==> src/rtl/uart_boot_loader.sv <==
// Serial boot loader: polls the UART register port, parses MAGIC/LEN/BASE/payload and writes words to memory.
// Define UART_LOADER_ACK_EN to return the 8-bit checksum to the host before releasing the CPU.
module uart_boot_loader #(
  parameter logic [7:0] MAGIC = 8'h55
) (
  input  logic        clock,
  input  logic        reset,
  input  logic        enable,
  output logic        u_ce,
  output logic [1:0]  u_addr,
  output logic        u_read,
  output logic        u_write,
  output logic [31:0] u_wdata,
  input  logic [31:0] u_rdata,
  output logic [31:0] mem_addr,
  output logic [31:0] mem_wdata,
  output logic        mem_we,
  output logic        cpu_hold,
  output logic        done
);
  typedef enum logic [3:0] {
    IDLE, RV_REQ, RV_WAIT, RV_CHK, RB_REQ, RB_WAIT, RB_TAKE, WR_MEM,
    TX_REQ, TX_WAIT, TX_CHK, TX_SEND, DONE
  } state_e;
  typedef enum logic [1:0] {PH_MAGIC, PH_LEN, PH_BASE, PH_DATA} phase_e;

  state_e      state_q, state_d;
  phase_e      phase_q, phase_d;
  logic [1:0]  bidx_q, bidx_d;
  logic [31:0] len_q, len_d, base_q, base_d;
  logic        u_ce_q, u_read_q, u_read_d, u_write_q, u_write_d, mem_we_q, mem_we_d;
  logic [1:0]  u_addr_q, u_addr_d;
  logic [31:0] mem_addr_q, mem_addr_d, mem_wdata_q, mem_wdata_d;
  logic        done_q, done_d;
  logic        go_poll, go_end;
  logic [7:0]  rx_byte;
  logic        unused_rdata;

  assign rx_byte      = u_rdata[7:0];
  assign unused_rdata = ^u_rdata[31:8];

`ifdef UART_LOADER_ACK_EN
  logic [7:0]  csum_q, csum_d;
  logic [31:0] u_wdata_q, u_wdata_d;
  assign u_write = u_write_q;
  assign u_wdata = u_wdata_q;
`else
  assign u_write = 1'b0;
  assign u_wdata = '0;
`endif

  always_comb begin
    state_d     = state_q;
    phase_d     = phase_q;
    bidx_d      = bidx_q;
    len_d       = len_q;
    base_d      = base_q;
    u_read_d    = 1'b0;
    u_write_d   = 1'b0;
    u_addr_d    = u_addr_q;
    mem_we_d    = 1'b0;
    mem_addr_d  = mem_addr_q;
    mem_wdata_d = mem_wdata_q;
    done_d      = done_q;
    go_poll     = 1'b0;
    go_end      = 1'b0;
`ifdef UART_LOADER_ACK_EN
    csum_d      = csum_q;
    u_wdata_d   = u_wdata_q;
`endif
    // Strobes are launched on the transition into each *_REQ / WR_MEM / TX_SEND state.
    case (state_q)
      IDLE:    if (enable) go_poll = 1'b1;
      RV_REQ:  state_d = RV_WAIT;
      RV_WAIT: state_d = RV_CHK;
      RV_CHK: begin
        if (u_rdata[0]) begin
          state_d  = RB_REQ;
          u_read_d = 1'b1;
          u_addr_d = 2'd0;
        end else go_poll = 1'b1;
      end
      RB_REQ:  state_d = RB_WAIT;
      RB_WAIT: state_d = RB_TAKE;
      RB_TAKE: begin
        go_poll = 1'b1;
        bidx_d  = bidx_q + 2'd1;
`ifdef UART_LOADER_ACK_EN
        csum_d  = csum_q + rx_byte;
`endif
        // Multi-byte fields arrive LSB first, so shifting in from the top leaves them aligned after 4 bytes.
        case (phase_q)
          PH_MAGIC: begin
            bidx_d = 2'd0;
            if (rx_byte == MAGIC) begin
              phase_d = PH_LEN;
`ifdef UART_LOADER_ACK_EN
              csum_d  = 8'h00;
`endif
            end
`ifdef UART_LOADER_ACK_EN
            else csum_d = csum_q;
`endif
          end
          PH_LEN: begin
            len_d = {rx_byte, len_q[31:8]};
            if (bidx_q == 2'd3) phase_d = PH_BASE;
          end
          PH_BASE: begin
            base_d = {rx_byte, base_q[31:8]};
            if (bidx_q == 2'd3) begin
              phase_d    = PH_DATA;
              mem_addr_d = {base_d[31:2], 2'b00};
              if (len_q == 32'd0) begin
                go_poll = 1'b0;
                go_end  = 1'b1;
              end
            end
          end
          default: begin
            mem_wdata_d = {rx_byte, mem_wdata_q[31:8]};
            if (bidx_q == 2'd3) begin
              go_poll  = 1'b0;
              state_d  = WR_MEM;
              mem_we_d = 1'b1;
            end
          end
        endcase
      end
      WR_MEM: begin
        mem_addr_d = mem_addr_q + 32'd4;
        len_d      = len_q - 32'd1;
        if (len_q == 32'd1) go_end = 1'b1;
        else go_poll = 1'b1;
      end
`ifdef UART_LOADER_ACK_EN
      TX_REQ:  state_d = TX_WAIT;
      TX_WAIT: state_d = TX_CHK;
      TX_CHK: begin
        if (u_rdata[0]) begin
          state_d   = TX_SEND;
          u_write_d = 1'b1;
          u_addr_d  = 2'd1;
          u_wdata_d = {24'h0, csum_q};
        end else go_end = 1'b1;
      end
      TX_SEND: begin
        state_d = DONE;
        done_d  = 1'b1;
      end
`endif
      default: ;
    endcase
    if (go_poll) begin
      state_d  = RV_REQ;
      u_read_d = 1'b1;
      u_addr_d = 2'd2;
    end
    if (go_end) begin
`ifdef UART_LOADER_ACK_EN
      state_d  = TX_REQ;
      u_read_d = 1'b1;
      u_addr_d = 2'd3;
`else
      state_d  = DONE;
      done_d   = 1'b1;
`endif
    end
  end

  always_ff @(posedge clock or negedge reset) begin
    if (!reset) begin
      state_q     <= IDLE;
      phase_q     <= PH_MAGIC;
      bidx_q      <= 2'd0;
      len_q       <= '0;
      base_q      <= '0;
      u_ce_q      <= 1'b0;
      u_read_q    <= 1'b0;
      u_write_q   <= 1'b0;
      u_addr_q    <= 2'd0;
      mem_we_q    <= 1'b0;
      mem_addr_q  <= '0;
      mem_wdata_q <= '0;
      done_q      <= 1'b0;
`ifdef UART_LOADER_ACK_EN
      csum_q      <= 8'h00;
      u_wdata_q   <= '0;
`endif
    end else begin
      state_q     <= state_d;
      phase_q     <= phase_d;
      bidx_q      <= bidx_d;
      len_q       <= len_d;
      base_q      <= base_d;
      u_ce_q      <= u_read_d | u_write_d;
      u_read_q    <= u_read_d;
      u_write_q   <= u_write_d;
      u_addr_q    <= u_addr_d;
      mem_we_q    <= mem_we_d;
      mem_addr_q  <= mem_addr_d;
      mem_wdata_q <= mem_wdata_d;
      done_q      <= done_d;
`ifdef UART_LOADER_ACK_EN
      csum_q      <= csum_d;
      u_wdata_q   <= u_wdata_d;
`endif
    end
  end

  assign u_ce      = u_ce_q;
  assign u_addr    = u_addr_q;
  assign u_read    = u_read_q;
  assign mem_addr  = mem_addr_q;
  assign mem_wdata = mem_wdata_q;
  assign mem_we    = mem_we_q;
  assign done      = done_q;
  assign cpu_hold  = !done_q;
endmodule
==> config.mk <==
export PLATFORM = sky130hd
export DESIGN_NAME = uart_boot_loader
export DESIGN_NICKNAME = d
export VERILOG_FILES = /design/src/rtl/uart_boot_loader.sv
export SDC_FILE = /design/constraint.sdc
export NUM_CORES = 1
export LEC_CHECK = 0
export BUFFER_PORTS_ARGS = -buffer_cell sky130_fd_sc_hd__buf_2
export CAP_MARGIN = 20
export CORE_ASPECT_RATIO = 1.25
export CORE_MARGIN = 2
export CORE_UTILIZATION = 45
export DETAILED_ROUTE_END_ITERATION = 16
export GPL_TIMING_DRIVEN = 0
export PLACE_DENSITY = 0.7
export SETUP_SLACK_MARGIN = 0.15
export SLEW_MARGIN = 20
export SYNTH_ARGS = -nofsm -noshare
export SYNTH_HDL_FRONTEND = slang
export SYNTH_SLANG_ARGS = --single-unit
export TNS_END_PERCENT = 1
==> constraint.sdc <==
create_clock -name clock -period 2.3 [get_ports clock]
set_input_delay 0.46 -clock clock [delete_from_list [all_inputs] [get_ports clock]]
set_output_delay 0.46 -clock clock [all_outputs]
set_load 0.05 [all_outputs]
==> impl_results.md <==
- Crit Path Category: flop to flop
- Power Total: 12.52 mW
- I/O pins: 139
- Placed insts: 941
- Crit-path max FO: 7
- Post-layout min period: 2.246 ns
- Seq cells post-synth: 128
- Worst-Margin Slew: 0.6998 ns
- Reg2reg path depth: 7
- Layout fillers: 1220
- ANT cells: 0
- CTS sink cnt: 128
- Final Hold Viols: 0
- Grt total ovfl: 0
- Non-filler cells, final: 983
- Status: finished, final reports clean
- Inserted Clock Buffers: 17
- Layout cell share with drive strength beyond 1: 0.3801
- Main synth FF type: dfrtp_1
- Cell area after layout: 8322 sq um
- Post-synth EDFFs: 0
- Layout area overhead: 25.09%
- Number of DRC markers in iteration 0: 354
- GP Congestion: 0.8929
- Yosys warns: 0
- Mapped Cells: 650
- PortBufs: 77
- Final Skew: 0.006690 ns
- DRC: 0
- Yosys top cell area share: 0.4815
- PwrDens: 1504 nW/um^2
- Max Clk Rate: 445.3 MHz
- Worst Setup End Kind: flop
- Slew Limit Fails: 0
- Crit-path cells: or4_4 -> nor4_4 -> buf_4 -> nand3_4 -> nor4_1 -> o21ai_1 -> a221o_1
- Clock Pin Slew Worst Setup and Hold Paths: 0.06 ns
- Part of the cycle the worst path needs: 0.9763
- Vias per cell: 5.869
- Worst hold stages: 2
- CTS Root Cell: clkbuf_16
- Core Rows: 49
- Total iterations of the first detailed-routing run: 8
- Hold Crit Class: input port to flop
- Synth area leaders: dfrtp_1 48%, mux2_2 9.5%, buf_4 4.3%
- Vias in the first global route: 5739
- Nets@finish: 837
- Syn Std Cell Area: 6653 sq um
- Seq/Total Area, Yosys: 0.4815
- Post-synth top area cell: dfrtp_1
- Initial Util: 0.4617
- Core ar.: 14410 sq um
- CTS tree: done
- Final hold slack: 0.3412 ns
- Max_slew headroom: 0.5304
- Mean routed wirelength per cell: 19.08 microns
- Post-DP Area: 7441 sq um
- Initial antenna violation count: 0
- Unrepaired setup endpoints after global routing: true
- GRT Util Overall: 0.2403
- Final setup vio count: 0
- Final WL: 18.76 mm
- HPWL after DPL: 13.13 mm
- Unique masters post-synth: 68
- Final worst setup slack: 0.05445 ns
- H-tree lvl count: 4
- CP peak stage delay: 0.58 ns
- Insertion delay to the later sink of the worst-skew pair: 0.42 ns
- Global-route wire length before repair: 30.02 mm
- Slowest CP cell: or4_4
- ANT nets after route: 0
- Largest net degree at the start of global routing: 84
- Fin util: 0.5776
- Buffer depth of the longest clock path: 2
- Worst Setup Start Kind: flop
- Ys async rst share: 1.000
- Critical Path RT: 2.59 ns
- Vias: 5769
- Synth Area per Inst: 10.23 sq um
- Arrival @ worst endpoint: 2.54 ns
- Die area: 15780 sq um
- Worst vdd ir: 0.001135 V
- P_leak: 3.863 nW
- Die height: 139.9 microns
- Post-place setup slack: -0.3438 ns
- Max Cap Viol: 0
- Setup TNS: 0 ns
- Die Wd: 112.8 microns
[critical path, delay by kind of cell (launching register included)]
family                 cells  cell delay, ns
AND/OR/NAND/NOR            4            1.17
flip-flops                 1            0.38
buffers and inverters      1            0.19
AO/OA/AOI/OAI              2            0.38
[registers in the layout, indices dropped and copies added (netlist names), 2 cells and up]
signal     cells
base_q        22
bidx_q         2
len_q         32
mem_addr      30
mem_wdata     32
phase_q        2
state_q        4
[synth_stat cells, types with 5 or more instances]
cell and instances:
clkbuf_1 21, nor2_1 69, o21ai_0 29, o32ai_1 8
inv_1 15, a311oi_1 10, and4_1 5, nor3_1 23
ha_1 10, nand2_1 48, mux2_2 56, o221a_2 5
nand4_1 8, or4_1 5, and3_1 10, o22ai_1 5
buf_1 5, nand3_1 18, a21oi_1 34, a211oi_1 14
dfrtp_1 128, buf_4 38, nor4_1 6
[report_power, final]
| part | switching (mW) | internal (mW) |
|---|---|---|
| Sequential | 0.982 | 3.13 |
| Clock | 1.02 | 1.73 |
| Combinational | 3.83 | 1.82 |
| Total | 5.84 | 6.68 |
[logic make-up (layout without fill, tap and decap cells)]
logic type / count (synthesis) / in the layout / synth area share
compound gates: 140 / 140 / 0.1448
flops: 128 / 128 / 0.4815
mux: 59 / 59 / 0.09930
buf+inv: 85 / 205 / 0.07448
xor+xnor: 1 / 1 / 0.001317
other cells: 1 / 36 / 0.0005637
fa+ha+maj: 10 / 10 / 0.01881
simple gates: 226 / 226 / 0.1792
[what timing repair did]
action / CTS / global route
endpoints found under the hold margin: 45 / 0
pin swaps: 10 / 15
resized for setup: 10 / 74
hold buffers: 1 / 0
setup endpoints to repair: 114 / 115
setup buffers: 10 / 0
[layer usage]
metal,share of wire,track usage,wire (microns)
met1,0.37,0.2800,6983
met2,0.51,0.4166,9599
met3,0.067,0.04846,1257
met4,0.049,0.1245,917
met5,0,0,0
[layout make-up]
class	instances	area [sq um]	area share
Multi-Input combinational cell	472	3228	0.3879
Sequential cell	128	3221	0.3870
Timing Repair Buffer	89	508.0	0.06104
Buffer	69	480.5	0.05774
Clock buffer	19	442.9	0.05323
Tap cell	178	222.7	0.02676
Clock inverter	13	162.7	0.01955
Inverter	15	56.30	0.006766
[layout by cell type (no fill, tap or decap), drive strengths merged, types with 3 or more instances in the layout]
master / instances
a21oi: 35
ha: 10
o32ai: 8
nand3b: 3
and3: 11
buf: 133
nand3: 20
nor4bb: 3
nor4: 8
and4: 5
o211ai: 4
dfrtp: 128
o22ai: 5
a211oi: 14
a221o: 4
or4: 7
a31oi: 3
or2: 3
nor2: 70
clkinvlp: 3
a311oi: 11
a21o: 3
bufinv: 3
nand2: 49
mux2: 56
o221a: 5
clkinv: 6
mux2i: 3
clkbuf: 43
inv: 16
nand4: 9
a22oi: 4
and2: 3
conb: 36
nor3: 25
o21ai: 30
[path summary, 6_finish.rpt]
check / slack (ns) / endpoint / start
max: 0.05 / len_q[15]$_DFFE_PN0P_ / len_q[3]$_DFFE_PN0P_
min: 0.34 / len_q[29]$_DFFE_PN0P_ / u_rdata[5]
max reg2reg: 0.05 / len_q[15]$_DFFE_PN0P_ / len_q[3]$_DFFE_PN0P_
min reg2reg: 0.46 / u_addr[1]$_DFFE_PN0P_ / u_addr[1]$_DFFE_PN0P_
max in group asynchronous: 1.00 / len_q[11]$_DFFE_PN0P_ / reset
min in group asynchronous: 0.53 / base_q[30]$_DFFE_PN0P_ / reset
No activity file was read; power rests on OpenSTA's default activity.
